File: src/rtl/bit_serial_logic_seq_pkg.sv
// Shared definitions for the bit-serial logic sequencer: cell op encodings and FSM states.
package bit_serial_logic_seq_pkg;

  localparam logic [1:0] OP_AND    = 2'b00;
  localparam logic [1:0] OP_NOR    = 2'b01;
  localparam logic [1:0] OP_PASS_A = 2'b10;
  localparam logic [1:0] OP_ONE    = 2'b11;

  typedef enum logic [1:0] {
    StIdle  = 2'b00,
    StShift = 2'b01,
    StDone  = 2'b10
  } state_e;

endpackage

File: src/rtl/bit_serial_logic_seq_cell.sv
// Purely combinational 1-bit logic cell: AND / NOR / pass-A / const-1 selected by op.
module logic_bit_cell
  import bit_serial_logic_seq_pkg::*;
(
  input  logic       a_i,
  input  logic       b_i,
  input  logic [1:0] op_i,
  output logic       f_o
);

  always_comb begin
    f_o = 1'b0;
    unique case (op_i)
      OP_AND:    f_o = a_i & b_i;
      OP_NOR:    f_o = ~(a_i | b_i);
      OP_PASS_A: f_o = a_i;
      OP_ONE:    f_o = 1'b1;
      default:   f_o = 1'b0;
    endcase
  end

endmodule

File: src/rtl/bit_serial_logic_seq.sv
// Bit-serial front/back end around logic_bit_cell: latches operands, feeds one bit pair per
// clock LSB first, collects the result. Optional zero flag: BIT_SERIAL_LOGIC_ZERO_FLAG_EN.
module bit_serial_logic_seq
  import bit_serial_logic_seq_pkg::*;
#(
  parameter int unsigned WIDTH = 8
) (
  input  logic             clk,
  input  logic             rst,
  input  logic             start,
  input  logic [1:0]       op,
  input  logic [WIDTH-1:0] a_in,
  input  logic [WIDTH-1:0] b_in,
  output logic             busy,
  output logic             done,
`ifdef BIT_SERIAL_LOGIC_ZERO_FLAG_EN
  output logic             zero,
`endif
  output logic [WIDTH-1:0] result
);

  localparam int unsigned CntW = (WIDTH > 1) ? $clog2(WIDTH) : 1;

  state_e           state_q, state_d;
  logic [CntW-1:0]  cnt_q, cnt_d;
  logic [1:0]       op_q, op_d;
  logic [WIDTH-1:0] a_q, a_d, b_q, b_d;
  logic [WIDTH-1:0] acc_q, acc_d;
  logic [WIDTH-1:0] result_q, result_d;
  logic             cell_f;
`ifdef BIT_SERIAL_LOGIC_ZERO_FLAG_EN
  logic             zero_q, zero_d;
`endif

  logic_bit_cell u_cell (
    .a_i  (a_q[0]),
    .b_i  (b_q[0]),
    .op_i (op_q),
    .f_o  (cell_f)
  );

  always_comb begin
    state_d  = state_q;
    cnt_d    = cnt_q;
    op_d     = op_q;
    a_d      = a_q;
    b_d      = b_q;
    acc_d    = acc_q;
    result_d = result_q;
`ifdef BIT_SERIAL_LOGIC_ZERO_FLAG_EN
    zero_d   = zero_q;
`endif
    unique case (state_q)
      StIdle: begin
        if (start) begin
          a_d     = a_in;
          b_d     = b_in;
          op_d    = op;
          cnt_d   = '0;
          acc_d   = '0;
          state_d = StShift;
        end
      end
      StShift: begin
        a_d   = a_q >> 1;
        b_d   = b_q >> 1;
        acc_d = {cell_f, acc_q[WIDTH-1:1]};
        cnt_d = cnt_q + CntW'(1);
        // Last bit edge: publish the accumulator including the bit shifted in on this edge.
        if (cnt_q == CntW'(WIDTH - 1)) begin
          cnt_d    = '0;
          result_d = acc_d;
`ifdef BIT_SERIAL_LOGIC_ZERO_FLAG_EN
          zero_d   = (acc_d == '0);
`endif
          state_d  = StDone;
        end
      end
      StDone:  state_d = StIdle;
      default: state_d = StIdle;
    endcase
  end

  always_ff @(posedge clk) begin
    if (rst) begin
      state_q  <= StIdle;
      cnt_q    <= '0;
      op_q     <= '0;
      a_q      <= '0;
      b_q      <= '0;
      acc_q    <= '0;
      result_q <= '0;
`ifdef BIT_SERIAL_LOGIC_ZERO_FLAG_EN
      zero_q   <= 1'b0;
`endif
    end else begin
      state_q  <= state_d;
      cnt_q    <= cnt_d;
      op_q     <= op_d;
      a_q      <= a_d;
      b_q      <= b_d;
      acc_q    <= acc_d;
      result_q <= result_d;
`ifdef BIT_SERIAL_LOGIC_ZERO_FLAG_EN
      zero_q   <= zero_d;
`endif
    end
  end

  assign busy   = (state_q == StShift);
  assign done   = (state_q == StDone);
  assign result = result_q;
`ifdef BIT_SERIAL_LOGIC_ZERO_FLAG_EN
  assign zero   = zero_q;
`endif

endmodule

File: config.mk
export PLATFORM = sky130hd
export DESIGN_NAME = bit_serial_logic_seq
export DESIGN_NICKNAME = d
export VERILOG_FILES = /design/src/rtl/bit_serial_logic_seq_pkg.sv /design/src/rtl/bit_serial_logic_seq_cell.sv /design/src/rtl/bit_serial_logic_seq.sv
export SDC_FILE = /design/constraint.sdc
export NUM_CORES = 1
export LEC_CHECK = 0
export ABC_AREA = 1
export BUFFER_PORTS_ARGS = -buffer_cell sky130_fd_sc_hd__buf_2
export CAP_MARGIN = 20
export CORE_MARGIN = 2
export CORE_UTILIZATION = 50
export CTS_BUF_LIST = sky130_fd_sc_hd__clkbuf_2 sky130_fd_sc_hd__clkbuf_4 sky130_fd_sc_hd__clkbuf_8
export CTS_CLUSTER_SIZE = 20
export DETAILED_ROUTE_END_ITERATION = 16
export MAX_ROUTING_LAYER = met4
export PLACE_DENSITY = 0.74
export SKIP_CTS_REPAIR_TIMING = 1
export SYNTH_ARGS = -nofsm -noshare
export SYNTH_HDL_FRONTEND = slang
export SYNTH_SLANG_ARGS = --single-unit
File: constraint.sdc
create_clock -name clk -period 1.82 [get_ports clk]
set_clock_uncertainty 0.1 [all_clocks]
set_input_delay 0.182 -clock clk [delete_from_list [all_inputs] [get_ports clk]]
set_output_delay 0.182 -clock clk [all_outputs]
set_load 0.02 [all_outputs]
**Yosys cells after proc, flatten, opt, wreduce, memory -nomap -nowiden**

Index checks and enable logic that the tools add are counted.
W data, S select, Z words.

- Input port bits: 21
- Flip-flop bits (word level): 39
- Output and inout bits: 10

- Bitwise gates (word level): 3
- Muxes and demuxes: 13
- Reduce and logical (&&, ||, !) cells: 7
- $add $sub $neg: 1
- Equal/unequal tests: 8

Operators with widths:

| cell | number |
|---|---|
| $pmux W8 S2 | 3 |
| $mux W8 | 3 |
| $reduce_and A2 Y1 | 4 |
| $eq A2 B2 Y1 const B | 3 |
| $mux W3 | 2 |
| $pmux W3 S2 | 1 |
| $eq A2 B1 Y1 const B | 2 |
| $logic_not A2 Y1 | 2 |
| $mux W2 | 2 |
| $pmux W1 S4 | 1 |
| $pmux W2 S2 | 1 |
| $add A3 B1 Y3 const B | 1 |
| $eq A3 B3 Y1 const B | 1 |
| $ne A2 B1 Y1 const B | 1 |
| $ne A2 B2 Y1 const B | 1 |
| $reduce_bool A2 Y1 | 1 |
| $and A1 B1 Y1 | 1 |
| $not A1 Y1 | 1 |
| $or A1 B1 Y1 | 1 |

**Depth between registers and ports, before layout**

- Word-level depth: 4
- Depth in mapped cells: 8
- Mapped depth without buffers: 8

**By module**

From an unflattened synthesis, not the netlist that was laid out.

- Cell total of the unflattened synthesis: 259
- Area total of the unflattened synthesis: 1,771.7 µm²

By module, submodules not included:

| module | cells each | area each (µm²) | times used |
|---|---|---|---|
| bit_serial_logic_seq | 249 | 1,729.2 | 1 |
| logic_bit_cell | 10 | 42.5 | 1 |

**Least setup slack after synthesis**

Ideal clock, no wire load.

- Kind: reg2reg
- Start point: register cnt_q[0]
- End point: register result_q[7], in the netlist result[7]
- Setup time: 0.117 ns
- Clock period less this slack: 1.261 ns
- Data required time: 1.603 ns
- Data arrival time: 1.043 ns
- Setup slack: 0.559 ns
- Cell stages (with the launch flop): 8
- Path through: dfxtp_1 -> ha_1 -> ha_1 -> inv_1 -> nor2_4 -> inv_1 -> a21oi_1 -> nor2_1

- Cells in the longest elaborated chain, start to end: 2

Ends and longest elaborated chain:

| item | line | RTL |
|---|---|---|
| start: declaration | bit_serial_logic_seq.sv:25 | `logic [CntW-1:0] cnt_q, cnt_d;` |
| start signal: assignment | bit_serial_logic_seq.sv:98 | `cnt_q <= cnt_d;` |
| $eq A3 B3 Y1 | bit_serial_logic_seq.sv:70 | `if (cnt_q == CntW'(WIDTH - 1)) begin` |
| $reduce_and A2 Y1 (no source line) | n/a |  |
| end signal: assignment | bit_serial_logic_seq.sv:103 | `result_q <= result_d;` |
| end: declaration | bit_serial_logic_seq.sv:29 | `logic [WIDTH-1:0] result_q, result_d;` |

No other way between the ends.
A chain may end at the register's enable or synchronous reset.

**Worst setup path in the final report**

- Start point: register state_q[1]
- End point: output port busy

- Cells in the longest elaborated chain, start to end: 1

Ends and longest elaborated chain:

| item | line | RTL |
|---|---|---|
| start: declaration | bit_serial_logic_seq.sv:24 | `state_e state_q, state_d;` |
| start signal: assignment | bit_serial_logic_seq.sv:86 | `state_q <= StIdle;` |
| start signal: assignment | bit_serial_logic_seq.sv:97 | `state_q <= state_d;` |
| $eq A2 B1 Y1 | bit_serial_logic_seq.sv:110 | `assign busy = (state_q == StShift);` |
| end: declaration | bit_serial_logic_seq.sv:14 | `output logic busy,` |

No other way between the ends.

==> flow_metrics.tcl <==
set metrics [dict create \
    placeableCoreArea_mm2 0.00303 \
    synth-seq-cells 38 \
    crit_arrival_ns 1.45 \
    synth_edf_count 0 \
    cts_sinks 38 \
    grt_pass1_vias 1290 \
    slowest_stage "dfxtp_1" \
    worst_slack_ns 0.0908 \
    synth_area_leader_cell "dfxtp_1" \
    clkLatencyLatePin_ns 0.34 \
    r2r_setup_slack_ns 0.39 \
    min_from "op[0]" \
    worstMarginPinSlew_ns 0.406 \
    die-area_mm2 0.00363 \
    path_delay_family "buffers and inverters" \
    initial_utilization_pct 52.2 \
    synth_compound_area_share_pct 12.3 \
    postSynthAreaPerCell_um2 7.16 \
    critical_path_buf_inv_count 3 \
    clockRootBuffer "clkbuf_4" \
    ys_warn_count 0 \
    vias_per_cell 4.77 \
    rsz0062_at_grt "false" \
    yosysUniqueCellTypes 18 \
    worstRegToRegCells 8 \
    synth_top_family_by_area "simple AND/OR/NAND/NOR gates" \
    clock_path_buffers 2 \
    synth-simple-area-share_pct 30.9 \
    synth_top_cell_area_share_pct 48.1 \
    portBuffers 30 \
    tns_ns 0 \
    cts_tree "yes" \
    post_dp_cell_area_mm2 0.00176 \
    post_drt_wl_per_cell_um 11.0 \
    whs_endpoint "op_q[0]$_SDFFE_PP0P_" \
    power-per-cell-area_mw_per_mm2 846 \
    period_needed_ns 1.73 \
    syn2layout_area_growth_pct 16.9 \
    fin_util_pct 61.0 \
    vias 1436 \
    dr.pass1.iters 5 \
    p_leak_nw 0.903 \
    grtUsageTotal_pct 21.2 \
    seq_area_frac_synth_pct 48.1 \
    setup_viol 0 \
    yosysMostFrequentCell "nand2_1" \
    synth_fa_ha_area_share_pct 1.58 \
    reg2reg_from "cnt_q[0]$_SDFFE_PP0P_" \
    outcome "complete, no violations" \
    crit_required_ns 1.54 \
    critical_path_class "reg2out" \
    multi_input_area_um2 707 \
    drv_slew 0 \
    synthMuxAreaShare_pct 0 \
    finish.instance_area_mm2 0.00185 \
    hold_depth 3 \
    nFillCells 280 \
    syn_area_mm2 0.00158 \
    critPathCaptureType "output port" \
    fp.dieH_um 60.2 \
    syn_inst 221 \
    io_pins 31 \
    dp_hpwl_um 2210 \
    post-route-period-util_pct 95.0 \
    slowest_delay_ns 0.32 \
    slew_headroom_pct 72.9 \
    diodes 0 \
    nNetsFinal 279 \
    synth_area_leaders "dfxtp_1 (48%), nand2_1 (19%), nor2_1 (7.8%), o21ai_0 (5.7%), a21oi_1 (4.7%)" \
    ir_worst_vdd_mv 0.493 \
    hold_class "in2reg" \
    layout-drive-gt1-share_pct 18.7 \
    route.detailed.drc 0 \
    hold_viol_final 0 \
    antenna_found_initial 0 \
    ys_top_cells_by_count "nand2_1 (79), dfxtp_1 (38), nor2_1 (33), o21ai_0 (18), a21oi_1 (15)" \
    worstSetupStartpointType "register" \
    clk_pin_slew_ns 0.11 \
    grt_max_degree 25 \
    regArea_um2 761 \
    synth_xor_area_share_pct 0 \
    gp_congestion 0.782 \
    ant_nets 0 \
    r2r-end "result[6]$_SDFFE_PP0P_" \
    cts_buffers 5 \
    rows 20 \
    overflow 0 \
    maxCapViolCount 0 \
    cp_cell_sequence "inv_1, nand2_4, inv_6, buf_2" \
    drtIter0Drc 110 \
    grt_pass1_wl_um 5490 \
    wl_um 3300 \
    cp.depth 4 \
    syn-num-nets 244 \
    die_x_um 60.2 \
    cp_max_fo 24 \
    htreeDepth 2 \
    maxClockFrequency_mhz 578 \
    synthFlopType "dfxtp_1" \
    async_flop_share_pct 0 \
    pre_cts_ws_ns 0.414 \
    whs_ns 0.0200 \
]
-- area by class of cell --
type / instances / area share (%)
sequential: 38 / 41.2
multi-input combinational: 161 / 38.3
timing repair buffer: 37 / 11.2
clock buffer: 7 / 3.18
tap: 44 / 2.98
inverter: 13 / 2.91
clock inverter: 1 / 0.271
-- per-stage QoR --
step / power (W) / cells
2_1_floorplan: 0.00106 / 221
4_1_cts: 0.00157 / 299
6_report: 0.00156 / 301
3_3_place_gp: 0.00111 / 291
3_5_place_dp: 0.00111 / 291
5_1_grt: 0.00165 / 301
-- per-layer routing --
layer | routed length (um) | up-vias | global-route usage [%]
met2 | 1430 | 38 | 31.7
met1 | 1640 | 629 | 26.6
met3 | 177 | 5 | 6.49
met4 | 54 | 0 | 8.25
met5 | 0 | - | -
li1 | - | 764 | -
-- layout by cell type (no fill, tap or decap), types with 2 or more instances in the layout --
master / count
a21oi_1: 15
buf_2: 30
buf_4: 5
clkbuf_4: 6
dfxtp_1: 38
dlygate4sd3_1: 2
ha_1: 2
inv_1: 11
nand2_1: 79
nand3_1: 9
nor2_1: 33
o21ai_0: 18
-- worst min-delay path, cell delays in order --
cell and delay, ns:
buf_2 0.08, o21ai_0 0.07, a21oi_1 0.10
-- logic make-up (layout without fill, tap and decap cells) --
| kind of cell | count (synthesis) | in the layout |
|---|---|---|
| buffers and inverters | 22 | 58 |
| AND/OR/NAND/NOR | 123 | 123 |
| AO/OA/AOI/OAI | 36 | 36 |
| adder cells (fa/ha/maj) | 2 | 2 |
| flip-flops | 38 | 38 |
-- state kept, by name, indices dropped and copies added, names as in the netlist --
| signal | flops |
|---|---|
| acc_q | 7 |
| op_q | 2 |
| b_q | 8 |
| cnt_q | 3 |
| state_q | 2 |
| result | 8 |
| a_q | 8 |
-- how the worst max path moves through the flow --
stage | endpoint | startpoint
after floorplan | result[7]$_SDFFE_PP0P_ | cnt_q[0]$_SDFFE_PP0P_
after global placement | result[7]$_SDFFE_PP0P_ | cnt_q[0]$_SDFFE_PP0P_
after detailed placement | result[3]$_SDFFE_PP0P_ | cnt_q[0]$_SDFFE_PP0P_
after CTS | busy | state_q[1]$_SDFFE_PP0P_
after global routing | busy | state_q[1]$_SDFFE_PP0P_
final | busy | state_q[1]$_SDFFE_PP0P_
-- where the power goes --
group          leakage, nW  internal (W)  total, W  switching, W
Sequential           0.311      0.000873  0.000894     0.0000218
Clock               0.0387      0.000202  0.000465      0.000263
Combinational        0.553     0.0000778  0.000204      0.000126
Note: power is estimated with default switching activity, not from simulation.
